<file path="src/rtl/param_assoc_cache.sv">
// Parametrised N-way set-associative write-back cache with word-serial memory bus.
// Define CACHE_PERF_CNT_EN to add saturating hit_count/miss_count outputs.
module param_assoc_cache #(
    parameter int ADDR_W      = 10,
    parameter int DATA_W      = 32,
    parameter int BLOCK_WORDS = 4,
    parameter int NUM_SETS    = 4,
    parameter int WAYS        = 2
) (
    input  logic              clock,
    input  logic              reset,
    input  logic              CPU_req,
    input  logic              CPU_rOw,
    input  logic [ADDR_W-1:0] CPU_address,
    input  logic [DATA_W-1:0] CPU_writeData,
    output logic              CPU_ready,
    output logic [DATA_W-1:0] cache_readData,
    output logic              cache_hit,
    output logic              cache_req,
    output logic              cache_rOw,
    output logic [ADDR_W-1:0] cache_address,
    output logic [DATA_W-1:0] cache_writeData,
    input  logic [DATA_W-1:0] main_readData,
    input  logic              main_ready
`ifdef CACHE_PERF_CNT_EN
    ,
    output logic [15:0]       hit_count,
    output logic [15:0]       miss_count
`endif
);

    localparam int OB = $clog2(BLOCK_WORDS);
    localparam int SB = $clog2(NUM_SETS);
    localparam int OW = (OB > 0) ? OB : 1;
    localparam int SW = (SB > 0) ? SB : 1;
    localparam int LW = (WAYS > 1) ? $clog2(WAYS) : 1;
    localparam int TW = ADDR_W - 2 - OB - SB;
    localparam logic [OW-1:0] LAST = OW'(BLOCK_WORDS - 1);

    typedef enum logic [2:0] {IDLE, LOOKUP, WRITEBACK, REFILL, RESPOND} state_t;
    state_t state;

    logic [DATA_W-1:0] data [WAYS][NUM_SETS][BLOCK_WORDS];
    logic [TW-1:0]     tags [WAYS][NUM_SETS];
    logic [WAYS-1:0]   valid [NUM_SETS];
    logic [WAYS-1:0]   dirty [NUM_SETS];
    logic [LW-1:0]     age [NUM_SETS][WAYS];

    logic              rw_q, hit_q;
    logic [DATA_W-1:0] wdata_q;
    logic [TW-1:0]     tag_q;
    logic [SW-1:0]     set_q;
    logic [OW-1:0]     off_q, beat, nbeat;
    logic [LW-1:0]     way_q;

    function automatic logic [OW-1:0] f_off(input logic [ADDR_W-1:0] a);
        return OW'((a >> 2) & ADDR_W'(BLOCK_WORDS - 1));
    endfunction

    function automatic logic [SW-1:0] f_set(input logic [ADDR_W-1:0] a);
        return SW'((a >> (2 + OB)) & ADDR_W'(NUM_SETS - 1));
    endfunction

    function automatic logic [TW-1:0] f_tag(input logic [ADDR_W-1:0] a);
        return TW'(a >> (2 + OB + SB));
    endfunction

    function automatic logic [ADDR_W-1:0] f_addr(input logic [TW-1:0] t,
                                                 input logic [SW-1:0] s,
                                                 input logic [OW-1:0] o);
        logic [ADDR_W-1:0] a;
        a = ADDR_W'(t);
        a = (a << SB) | ADDR_W'(s);
        a = (a << OB) | ADDR_W'(o);
        return a << 2;
    endfunction

    logic [TW-1:0]     in_tag;
    logic [SW-1:0]     in_set;
    logic [OW-1:0]     in_off;
    logic              hit_c, free_c, touch;
    logic [LW-1:0]     hway_c, vway_c;
    logic [DATA_W-1:0] rd_c;

    assign in_tag = f_tag(CPU_address);
    assign in_set = f_set(CPU_address);
    assign in_off = f_off(CPU_address);
    assign rd_c   = data[hway_c][in_set][in_off];
    assign nbeat  = beat + 1'b1;
    assign touch  = (state == LOOKUP && hit_q) || state == RESPOND;

    // Lookup runs on the incoming address so hit outputs can be registered at accept.
    always_comb begin
        hit_c  = 1'b0;
        free_c = 1'b0;
        hway_c = '0;
        vway_c = '0;
        for (int w = WAYS - 1; w >= 0; w--) begin
            if (valid[in_set][w] && tags[w][in_set] == in_tag) begin
                hit_c  = 1'b1;
                hway_c = LW'(w);
            end
            if (!valid[in_set][w]) begin
                free_c = 1'b1;
                vway_c = LW'(w);
            end
        end
        if (!free_c) begin
            for (int w = WAYS - 1; w >= 0; w--) begin
                if (age[in_set][w] == LW'(WAYS - 1)) vway_c = LW'(w);
            end
        end
    end

    always_ff @(posedge clock) begin
        if (touch && rw_q) data[way_q][set_q][off_q] <= wdata_q;
        if (state == REFILL && main_ready) begin
            data[way_q][set_q][beat] <= main_readData;
            if (beat == LAST) tags[way_q][set_q] <= tag_q;
        end
    end

    always_ff @(posedge clock or posedge reset) begin
        if (reset) begin
            state           <= IDLE;
            CPU_ready       <= 1'b0;
            cache_hit       <= 1'b0;
            cache_readData  <= '0;
            cache_req       <= 1'b0;
            cache_rOw       <= 1'b0;
            cache_address   <= '0;
            cache_writeData <= '0;
            rw_q            <= 1'b0;
            hit_q           <= 1'b0;
            wdata_q         <= '0;
            tag_q           <= '0;
            set_q           <= '0;
            off_q           <= '0;
            way_q           <= '0;
            beat            <= '0;
            for (int s = 0; s < NUM_SETS; s++) begin
                valid[s] <= '0;
                dirty[s] <= '0;
                for (int w = 0; w < WAYS; w++) age[s][w] <= '0;
            end
`ifdef CACHE_PERF_CNT_EN
            hit_count  <= '0;
            miss_count <= '0;
`endif
        end else begin
            CPU_ready <= 1'b0;
            unique case (state)
                IDLE: if (CPU_req) begin
                    rw_q           <= CPU_rOw;
                    wdata_q        <= CPU_writeData;
                    tag_q          <= in_tag;
                    set_q          <= in_set;
                    off_q          <= in_off;
                    hit_q          <= hit_c;
                    way_q          <= hit_c ? hway_c : vway_c;
                    CPU_ready      <= hit_c;
                    cache_hit      <= hit_c;
                    cache_readData <= rd_c;
                    state          <= LOOKUP;
                end
                LOOKUP: begin
                    beat <= '0;
                    if (hit_q) begin
                        if (rw_q) dirty[set_q][way_q] <= 1'b1;
                        state <= IDLE;
                    end else if (valid[set_q][way_q] && dirty[set_q][way_q]) begin
                        cache_req       <= 1'b1;
                        cache_rOw       <= 1'b1;
                        cache_address   <= f_addr(tags[way_q][set_q], set_q, '0);
                        cache_writeData <= data[way_q][set_q][0];
                        state           <= WRITEBACK;
                    end else begin
                        cache_req     <= 1'b1;
                        cache_rOw     <= 1'b0;
                        cache_address <= f_addr(tag_q, set_q, '0);
                        state         <= REFILL;
                    end
                end
                WRITEBACK: if (main_ready) begin
                    if (beat == LAST) begin
                        beat          <= '0;
                        cache_rOw     <= 1'b0;
                        cache_address <= f_addr(tag_q, set_q, '0);
                        state         <= REFILL;
                    end else begin
                        beat            <= nbeat;
                        cache_address   <= f_addr(tags[way_q][set_q], set_q, nbeat);
                        cache_writeData <= data[way_q][set_q][nbeat];
                    end
                end
                REFILL: if (main_ready) begin
                    if (beat == LAST) begin
                        valid[set_q][way_q] <= 1'b1;
                        dirty[set_q][way_q] <= 1'b0;
                        cache_req           <= 1'b0;
                        CPU_ready           <= 1'b1;
                        cache_hit           <= 1'b0;
                        cache_readData      <= (off_q == beat) ? main_readData
                                                               : data[way_q][set_q][off_q];
                        state               <= RESPOND;
                    end else begin
                        beat          <= nbeat;
                        cache_address <= f_addr(tag_q, set_q, nbeat);
                    end
                end
                RESPOND: begin
                    if (rw_q) dirty[set_q][way_q] <= 1'b1;
                    state <= IDLE;
                end
                default: state <= IDLE;
            endcase
            // Ageing ways at or below the old age also resolves the all-zero reset state.
            if (WAYS > 1 && touch) begin
                for (int w = 0; w < WAYS; w++) begin
                    if (LW'(w) == way_q)
                        age[set_q][w] <= '0;
                    else if (age[set_q][w] <= age[set_q][way_q] &&
                             age[set_q][w] != LW'(WAYS - 1))
                        age[set_q][w] <= age[set_q][w] + 1'b1;
                end
            end
`ifdef CACHE_PERF_CNT_EN
            if (CPU_ready && cache_hit && hit_count != 16'hFFFF)
                hit_count <= hit_count + 16'd1;
            if (CPU_ready && !cache_hit && miss_count != 16'hFFFF)
                miss_count <= miss_count + 16'd1;
`endif
        end
    end

endmodule

</file>
<file path="config.mk">
export PLATFORM = sky130hd
export DESIGN_NAME = param_assoc_cache
export DESIGN_NICKNAME = d
export VERILOG_FILES = /design/src/rtl/param_assoc_cache.sv
export SDC_FILE = /design/constraint.sdc
export NUM_CORES = 2
export LEC_CHECK = 0
export CORE_MARGIN = 3
export CORE_UTILIZATION = 45
export DETAILED_ROUTE_END_ITERATION = 12
export PLACE_DENSITY = 0.66
export SYNTH_ARGS = -nofsm -noshare
export SYNTH_HDL_FRONTEND = slang
export SYNTH_SLANG_ARGS = --single-unit
</file>
<file path="constraint.sdc">
create_clock -name clock -period 5.2 [get_ports clock]
set_clock_uncertainty 0.1 [all_clocks]
set_input_delay 1.56 -clock clock [delete_from_list [all_inputs] [get_ports clock]]
set_output_delay 1.56 -clock clock [all_outputs]
set_load 0.02 [all_outputs]
</file>
### After elaboration in Yosys (flattened, before gate mapping)

Memory sizes are Yosys's and may differ from the RTL's.
Index checks and enable logic that the tools add are counted.

| operators by class | value |
|---|---|
| add/subtract/negate cells | 3 |
| $lt $le $gt $ge | 14 |
| equality and inequality tests | 18 |
| multiplexer cells | 647 |
| bitwise operators | 533 |
| reduce and logical (&&, ||, !) cells | 29 |

Operators by type and width:

| cell | count |
|---|---|
| two-way mux 512 bit | 2 |
| two-way mux 128 bit | 6 |
| two-way mux 1 bit | 544 |
| binary-select mux 128 bit (select 2 bit) | 2 |
| demux 128 bit (select 2 bit) | 2 |
| two-way mux 32 bit | 16 |
| OR 1 bit | 512 |
| binary-select mux 32 bit (select 2 bit) | 3 |
| demux 32 bit (select 2 bit) | 2 |
| case mux 32 bit (2 select lines) | 2 |
| two-way mux 8 bit | 9 |
| two-way mux 10 bit | 6 |
| two-way mux 2 bit | 17 |
| case mux 10 bit (3 select lines) | 1 |
| two-way mux 4 bit | 7 |
| bitwise AND 8 bit | 3 |
| binary-select mux 4 bit (select 2 bit) | 3 |
| NOT 8 bit | 3 |
| case mux 8 bit (3 select lines) | 1 |
| binary-select mux 2 bit (select 2 bit) | 5 |
| AND reduction 4 bit | 5 |
| greater-or-equal comparator 3 bit (second input constant) | 6 |
| NOT 2 -> 3 bit | 6 |
| bitwise mux 8 bit | 2 |
| 36 further kinds | 79 |

| storage, ports and cells | value |
|---|---|
| register bits after elaboration | 150 |
| memory bits (writable) | 1056 |
| bits of input ports | 79 |
| output and inout port bits | 78 |
| memories kept | 2 |

Memories:

| memory | words | width | rd ports | clocked after Yosys merged registers in | wr ports | RTL line | source |
|---|---|---|---|---|---|---|---|
| data | 2 | 512 | 2 | 0 | 1 | 43 | `logic [DATA_W-1:0] data [WAYS][NUM_SETS][BLOCK_WORDS];` |
| tags | 2 | 16 | 3 | 0 | 1 | 44 | `logic [TW-1:0] tags [WAYS][NUM_SETS];` |

### Longest topological paths before layout

An unclocked memory read counts as a cell.

| logic depth | value |
|---|---|
| depth in word-level cells | 17 |
| mapped depth | 13 |

### Least setup slack after synthesis

Ideal clock, no wire load.

| path | value |
|---|---|
| path type | input port to flip-flop |
| start | in main_ready |
| end | mem data[1][256] in the netlist's numbering, enable pin |
| library setup time | 425 ps |
| arrival | 4149 ps |
| path slack | 526 ps |
| stages | 8 |
| path buffers | 1 |
| cells stage by stage | nand3_1 o21ai_0 nand2_1 nand2b_1 clkbuf_1 nor2_1 a21oi_1 nor2b_1 |

| on the way | value |
|---|---|
| cells in the longest elaborated chain, start to end | 4 |

Ends and longest elaborated chain:

| item | RTL line | source |
|---|---|---|
| start, declared | 24 | `input logic main_ready` |
| logical AND 1 bit | 117 | `if (state == REFILL && main_ready) begin` |
| two-way mux 1 bit | 117 |  |
| two-way mux 512 bit (implied by the code) | 118 | `data[way_q][set_q][beat] <= main_readData;` |
| OR 1 bit (no source line) | n/a |  |
| end, declared | 43 |  |

No other way between the ends.

### Worst setup path in the final report

| path | value |
|---|---|
| start | reg set_q[1] |
| end | mem data[1][231] in the netlist's numbering, enable pin |

| on the way | value |
|---|---|
| cells in the longest elaborated chain, start to end | 7 |

Ends and longest elaborated chain:

| item | RTL line | source |
|---|---|---|
| start, declared | 52 | `logic [SW-1:0] set_q;` |
| start signal, assigned | 157 | `set_q <= in_set;` |
| NOT 2 -> 3 bit (implied by the code) * | 116, 118 |  |
| greater-or-equal comparator 3 bit (implied by the code) or < comparator 3 x 1 -> 1 bit (tied branches) | 116, 118 |  |
| logical AND 1 bit (implied by the code) | 116, 118 |  |
| two-way mux 128 bit (on tied branches) | 116, 118 |  |
| demux 128 bit (select 2 bit) (on tied branches) | 116, 118 |  |
| two-way mux 512 bit (on tied branches) | 116, 118 |  |
| OR 1 bit (no source line) * | n/a |  |

Mark *: on every way between the ends. The rest lies on a longest branch, timed or not.

==> out/summary.txt <==
Share of layout cells above drive strength 1 - 0.291
HP Start - cache_address[8]
Final hold vios - 0
Initial Util - 0.454
Sw Ratio - 0.372
Warnings, synthesis - 0
Total Die Area - 141,000 um2
CORE AREA - 136,000 um2
Post-Synthesis Cells - 4,512
Combinational Power Share - 0.364
Worst EP required - 5.50 ns
Most frequent cells in the layout - 1,056 x edfxtp_1, 624 x mux2_2, 531 x nand2_1
Synthesis-to-finish area growth - 14.6%
CTS tree - built
Worst Hold Class - reg -> reg
R2r endpoint - data[1][231]
Static leakage power - 0.0240 uW
Clock power share - 0.257
RR Startpoint - set_q[1]
Share of power burned in registers - 0.379
Longest Clk Path Bufs - 3
Netlist cell types - 69
ANT nets after route - 0
Post-CTS sizing - 0
Tcrit/Tclk final - 0.835
Peak VDD IR - 387 uV
Chip height - 376 um
Clock transition at the registers of the reported paths - 0.06 ns
Htree depth - 4
Fmax - 0.230 GHz
Crit-path max FO - 52
Initial DRC Count - 7,367
HPWL Detailed - 142 mm
Post-synthesis average cell area - 13.7 um2
FF-to-FF setup slack - 0.86 ns
Slew headroom - 0.0779
Post-synth EDFFs - 1,056
Post-synth top area share - 0.514
Area contributors post-synth - edfxtp_1 51%, mux2_2 11%, mux4_2 7.2%
I/O Pins - 157
Run status - finished, final reports clean
Vias in the first global route - 46.2k
Global-route wire length before repair - 341 mm
Vias per cell - 7.25
WHS Endpoint - cache_address[8]
Clock root cell - clkbuf_16
CTS Buf Count - 133
Most common flop cell mapped by yosys - edfxtp_1
Largest net degree at the start of global routing - 77
Hold Buf Count CTS - 0
Least-Margin Pin Slew - 1.38 ns
Residual DRC count - 0
Routed wire length per instance - 37.9 um
Cell Pwr Density - 517 nW/um2
Psw - 13,600 uW
Mapped Area - 61,700 um2
Max cap viols - 0
RSZ-0062 raised after global routing - no
Max Slew Vio Count - 0
Total GRT Usage - 0.341
Type of origin of the critical path - flop
Vias - 47.1k
Post-CTS setup buffers - 0
Fillcell total - 11.3k
Setup crit end kind - flop
Sequential share of the synthesized area - 0.574
GPL Wtd Cong - 0.907
Router iterations before antenna repair - 8
CTS Sinks - 1,204
Cell Count, Final, Fillers Out - 6,490
Final #Nets - 4,670
Clk_lat worst skew - 0.79 ns
Pint - 23,000 uW
Crit path time final - 4.34 ns
Slowest cell on the critical path - nand2b_1
Worst EP arrival - 4.64 ns
Yosys reg bits - 1,204
Endpoints failing setup - 0
FF-to-FF path depth - 5
Final WL - 246 mm
Most common cell after layout, fill and taps aside - edfxtp_1
Die Wd - 376 um
Setup TNS Final - 0 ns
Crit path largest cell delay - 0.98 ns
Min-Delay Path Depth - 2
Area leader, netlist - edfxtp_1
Buf/Inv on CP - 1
Initial antenna violation count - 11
Number of port buffers - 152
Critical path cell sequence - nand2b_1 -> nor2_1 -> a22oi_1 -> nor2b_4 -> buf_4
Inst Count DP - 6,233
Ys async rst share - 0.123
Crit path kind - reg -> reg
Row count - 135
CP delay by family, top - simple AND/OR/NAND/NOR gates
GR Overflow Total - 0
per-layer routing:
layer  routed length (um)  track usage  part of all wire
met1                85000        0.434              0.35
met2               107000        0.507              0.44
met3                37000        0.112              0.15
met4                16700        0.203             0.068
met5                   71            0           0.00029
per-stage QoR:
stage          area, um2  worst slack (ns)  total power [uW]   util  hold slack (ns)
2_1_floorplan      61700             0.526             21200      -            0.357
4_1_cts            70600             0.922             36000  0.520            0.382
6_report           70700             0.856             36600  0.520            0.378
5_1_grt            70600             0.765             37500  0.520            0.417
3_5_place_dp       66300             0.104             26700  0.488            0.369
3_3_place_gp       66300             0.140             26400  0.488            0.364
state kept, by name (all words and copies together) (netlist names), 2 cells and up, named ones only:
name	flops
off_q	2
tag_q	4
set_q	2
tags	32
cache_readData	32
cache_address	8
data	1024
wdata_q	32
cache_writeData	32
age	8
valid	8
beat	2
state	3
how the worst max path moves through the flow:
stage	from	endpoint	slack (ns)	depth (start not counted)
finish	set_q[1]	data[1][231]	0.86	5
global route	CPU_address[4]	cache_readData[3]	0.76	11
CTS	CPU_address[4]	cache_readData[2]	0.92	11
detailed placement	CPU_address[4]	cache_readData[2]	0.10	11
global placement	CPU_address[4]	cache_readData[3]	0.14	11
floorplan	main_ready	data[1][256]	0.53	8
kinds of logic after synthesis:
family	after synthesis	synth area share
muxes	979	0.211
adders and majority gates	4	0.000812
and+or+nand+nor	849	0.0619
other	1	0.0000608
buffers and inverters	446	0.0307
AOI/OAI and AO/OA	1019	0.119
DFF	1204	0.574
xor gates and xnor gates	10	0.00142
worst reg2reg max path: cells and delay by family, from the launching register on:
family / cells / cell delay (ns)
buffers and inverters: 1 / 0.62
AOI/OAI and AO/OA: 1 / 0.28
DFF: 1 / 0.96
and+or+nand+nor: 3 / 1.97
cells in the mapped netlist, types with 15 or more instances:
library cell / number
a22oi_1: 391
buf_2: 23
and3_1: 26
o22ai_1: 46
a221o_1: 15
dfrtp_1: 148
nor2_1: 86
a222oi_1: 18
and2_1: 15
a31oi_1: 76
nor2b_1: 22
o211ai_1: 22
mux2_2: 624
o41ai_2: 32
a21oi_1: 186
buf_1: 73
edfxtp_1: 1056
and4_1: 48
mux2i_1: 159
o21ai_0: 83
nand3_1: 45
nand2_1: 547
mux4_2: 196
a221oi_1: 53
clkbuf_1: 302
a22o_1: 50
area by class of cell:
cell class	count	area, um2	share of cell area
Inverter	16	63.8	0.000903
Multi-Input combinational cell	2863	24800	0.351
Sequential cell	1204	35400	0.502
Timing Repair Buffer	369	3810	0.0540
Clock inverter	60	596	0.00843
Tap cell	1781	2230	0.0315
Antenna cell	10	25.0	0.000354
Clock buffer	187	3690	0.0523
power by group through the flow:
stage	sequential (uW)	clock, uW	combinational, uW
6_report	13900	9390	13300
5_1_grt	13900	9820	13800
4_1_cts	13800	9420	12800
3_5_place_dp	14000	0	12700
3_3_place_gp	13900	0	12400
2_1_floorplan	13300	0	7910
No activity file was read; power rests on OpenSTA's default activity.
==> RTL edit: new RTL, same settings <==
The option `CACHE_PERF_CNT_EN` is turned on by a define.
--- a/src/rtl/param_assoc_cache.sv
+++ b/src/rtl/param_assoc_cache.sv
@@ -1,5 +1,7 @@
 // Parametrised N-way set-associative write-back cache with word-serial memory bus.
 // Define CACHE_PERF_CNT_EN to add saturating hit_count/miss_count outputs.
+`define CACHE_PERF_CNT_EN
+
 module param_assoc_cache #(
     parameter int ADDR_W      = 10,
     parameter int DATA_W      = 32,
New outputs: hit_count and miss_count. Check against the original RTL: not settled (the Yosys comparison gave no result); the edit may change what the design does.
==> RTL edit against the original RTL <==
Global-route usage up 2.4 points; sequential share of layout area is 0.65 points lower; routed wire length up 11%; count of clock-buffer cells in the layout decreased by 6; non-clock buffer count up 78; via count rose by 11%; power up 4.5%; highest routed layer unchanged; maximum frequency decreased by 3.1%; cell area rose by 3.6%; sequential cell count up 32; critical path depth up 5; setup slack lost 0.14 ns; synthesized area is 2.8% higher; largest power group is now combinational cells.
==> RTL edit: results (changes against the original RTL) <==
- Outcome: complete, no violations (unchanged)
- Cells after DPL: 6862 (was 6233)
- Top cells by area, synth: edfxtp_1, mux2_2, dfrtp_1 (was edfxtp_1, mux2_2, mux4_2)
- Worst skew pair latency: 0.81 ns (was 0.79 ns)
- Worst R2R End: cache_readData[19]$_DFFE_PP0P_ (was data[1][231]$_DFFE_PP_)
- Cell variety after synth: 80 (was 69)
- Final wirelength: 273 mm (was 246 mm)
- Post-synthesis adder-cell area fraction: 0.118% (was 0.0812%)
- Total Routing Usage GR: 36.4% (was 34.1%)
- HPWL Detailed: 164 mm (was 142 mm)
- Top post-synthesis cells by count: edfxtp_1, mux2_2, nand2_1 (unchanged)
- First-pass GRT wire length: 377 mm (was 341 mm)
- Data arrival, critical path: 5.05 ns (was 4.64 ns)
- Layout Cells excl Fill: 7123 (was 6490)
- P_int: 23.4 mW (was 23.0 mW)
- Port Buf Inserts: 184 (was 152)
- R2R depth: 10 (was 5)
- Max Fanout on Critical Path: 36 (was 52)
- IR Drop Worst-Case VDD: 0.000522 V (was 0.000387 V)
- Total Nets Final: 5207 (was 4670)
- Worst Hold End: cache_address[6]$_DFFE_PP0P_ (was cache_address[8]$_DFFE_PP0P_)
- Hold Path Origin: cache_address[6]$_DFFE_PP0P_ (was cache_address[8]$_DFFE_PP0P_)
- Sequential area share after synthesis: 57.2% (was 57.4%)
- Critical path's top delay family: buffers and inverters (was simple AND/OR/NAND/NOR gates)
- Iteration-0 DRC Markers: 9491 (was 7367)
- Asr flop ratio synth: 14.6% (was 12.3%)
RTL edit: layout make-up:
class	instances	area [um^2]	area share [%]
clock inverter	66	633	0.865
inverter	18	71.3	0.0974
sequential	1236	36200	49.5
multi-input combinational	3285	25500	34.8
clock buffer	181	3720	5.08
antenna	14	35.0	0.0479
timing repair buffer	447	4700	6.41
tap	1876	2350	3.21
RTL edit: how the worst max path moves through the flow:
stage | start | endpoint | slack (ns) | depth (start not counted)
CTS | CPU_address[4] | cache_readData[4]$_DFFE_PP0P_ | 1.03 | 13
detailed placement | CPU_address[4] | cache_readData[4]$_DFFE_PP0P_ | 0.21 | 13
finish | set_q[1]$_DFFE_PP0P_ | cache_readData[19]$_DFFE_PP0P_ | 0.72 | 10
global placement | CPU_address[4] | cache_readData[4]$_DFFE_PP0P_ | 0.25 | 13
floorplan | main_ready | data[0][0]$_DFFE_PP_ | 0.73 | 8
global route | set_q[1]$_DFFE_PP0P_ | cache_readData[19]$_DFFE_PP0P_ | 0.81 | 10
RTL edit: cell families (layout without fill, tap and decap cells):
group,Yosys count,count (layout)
xor gates and xnor gates,42,42
other,1,16
muxes,817,817
adders and majority gates,6,6
DFF,1236,1236
and+or+nand+nor,1256,1256
buffers and inverters,501,712
AOI/OAI and AO/OA,1162,1162
RTL edit: metrics by stage:
| stage | total power, mW | instance area [um^2] | hold WS, ns | setup WS, ns | utilization, % |
|---|---|---|---|---|---|
| 3_3_place_gp | 27.6 | 68800 | 0.360 | 0.246 | 49.3 |
| 6_report | 38.2 | 73200 | 0.375 | 0.718 | 52.4 |
| 2_1_floorplan | 21.6 | 63400 | 0.357 | 0.729 | - |
| 5_1_grt | 38.8 | 73200 | 0.402 | 0.805 | 52.4 |
| 3_5_place_dp | 27.9 | 68800 | 0.370 | 0.215 | 49.3 |
| 4_1_cts | 37.3 | 73200 | 0.383 | 1.03 | 52.4 |
RTL edit: power by group through the flow:
stage,Sequential [mW],Combinational [mW],Clock (mW)
2_1_floorplan,13.5,8.08,0
3_3_place_gp,14.1,13.5,0
3_5_place_dp,14.1,13.8,0
4_1_cts,13.9,13.8,9.61
5_1_grt,14.0,14.8,9.99
6_report,14.0,14.6,9.62
RTL edit: tightest hold or removal path, cell delays in order, from the launching register on:
cell,delay [ns]
dfrtp_1,0.34
nand2_1,0.04
o21ai_0,0.06
RTL edit: metal layers:
| layer | GRT usage, % | routed length, um | vias to the layer above |
|---|---|---|---|
| li1 | - | - | 20100 |
| met1 | 45.7 | 90400 | 25400 |
| met2 | 51.8 | 113000 | 5353 |
| met3 | 13.6 | 45900 | 1491 |
| met4 | 25.6 | 23900 | 12 |
| met5 | 0.496 | 187 | - |
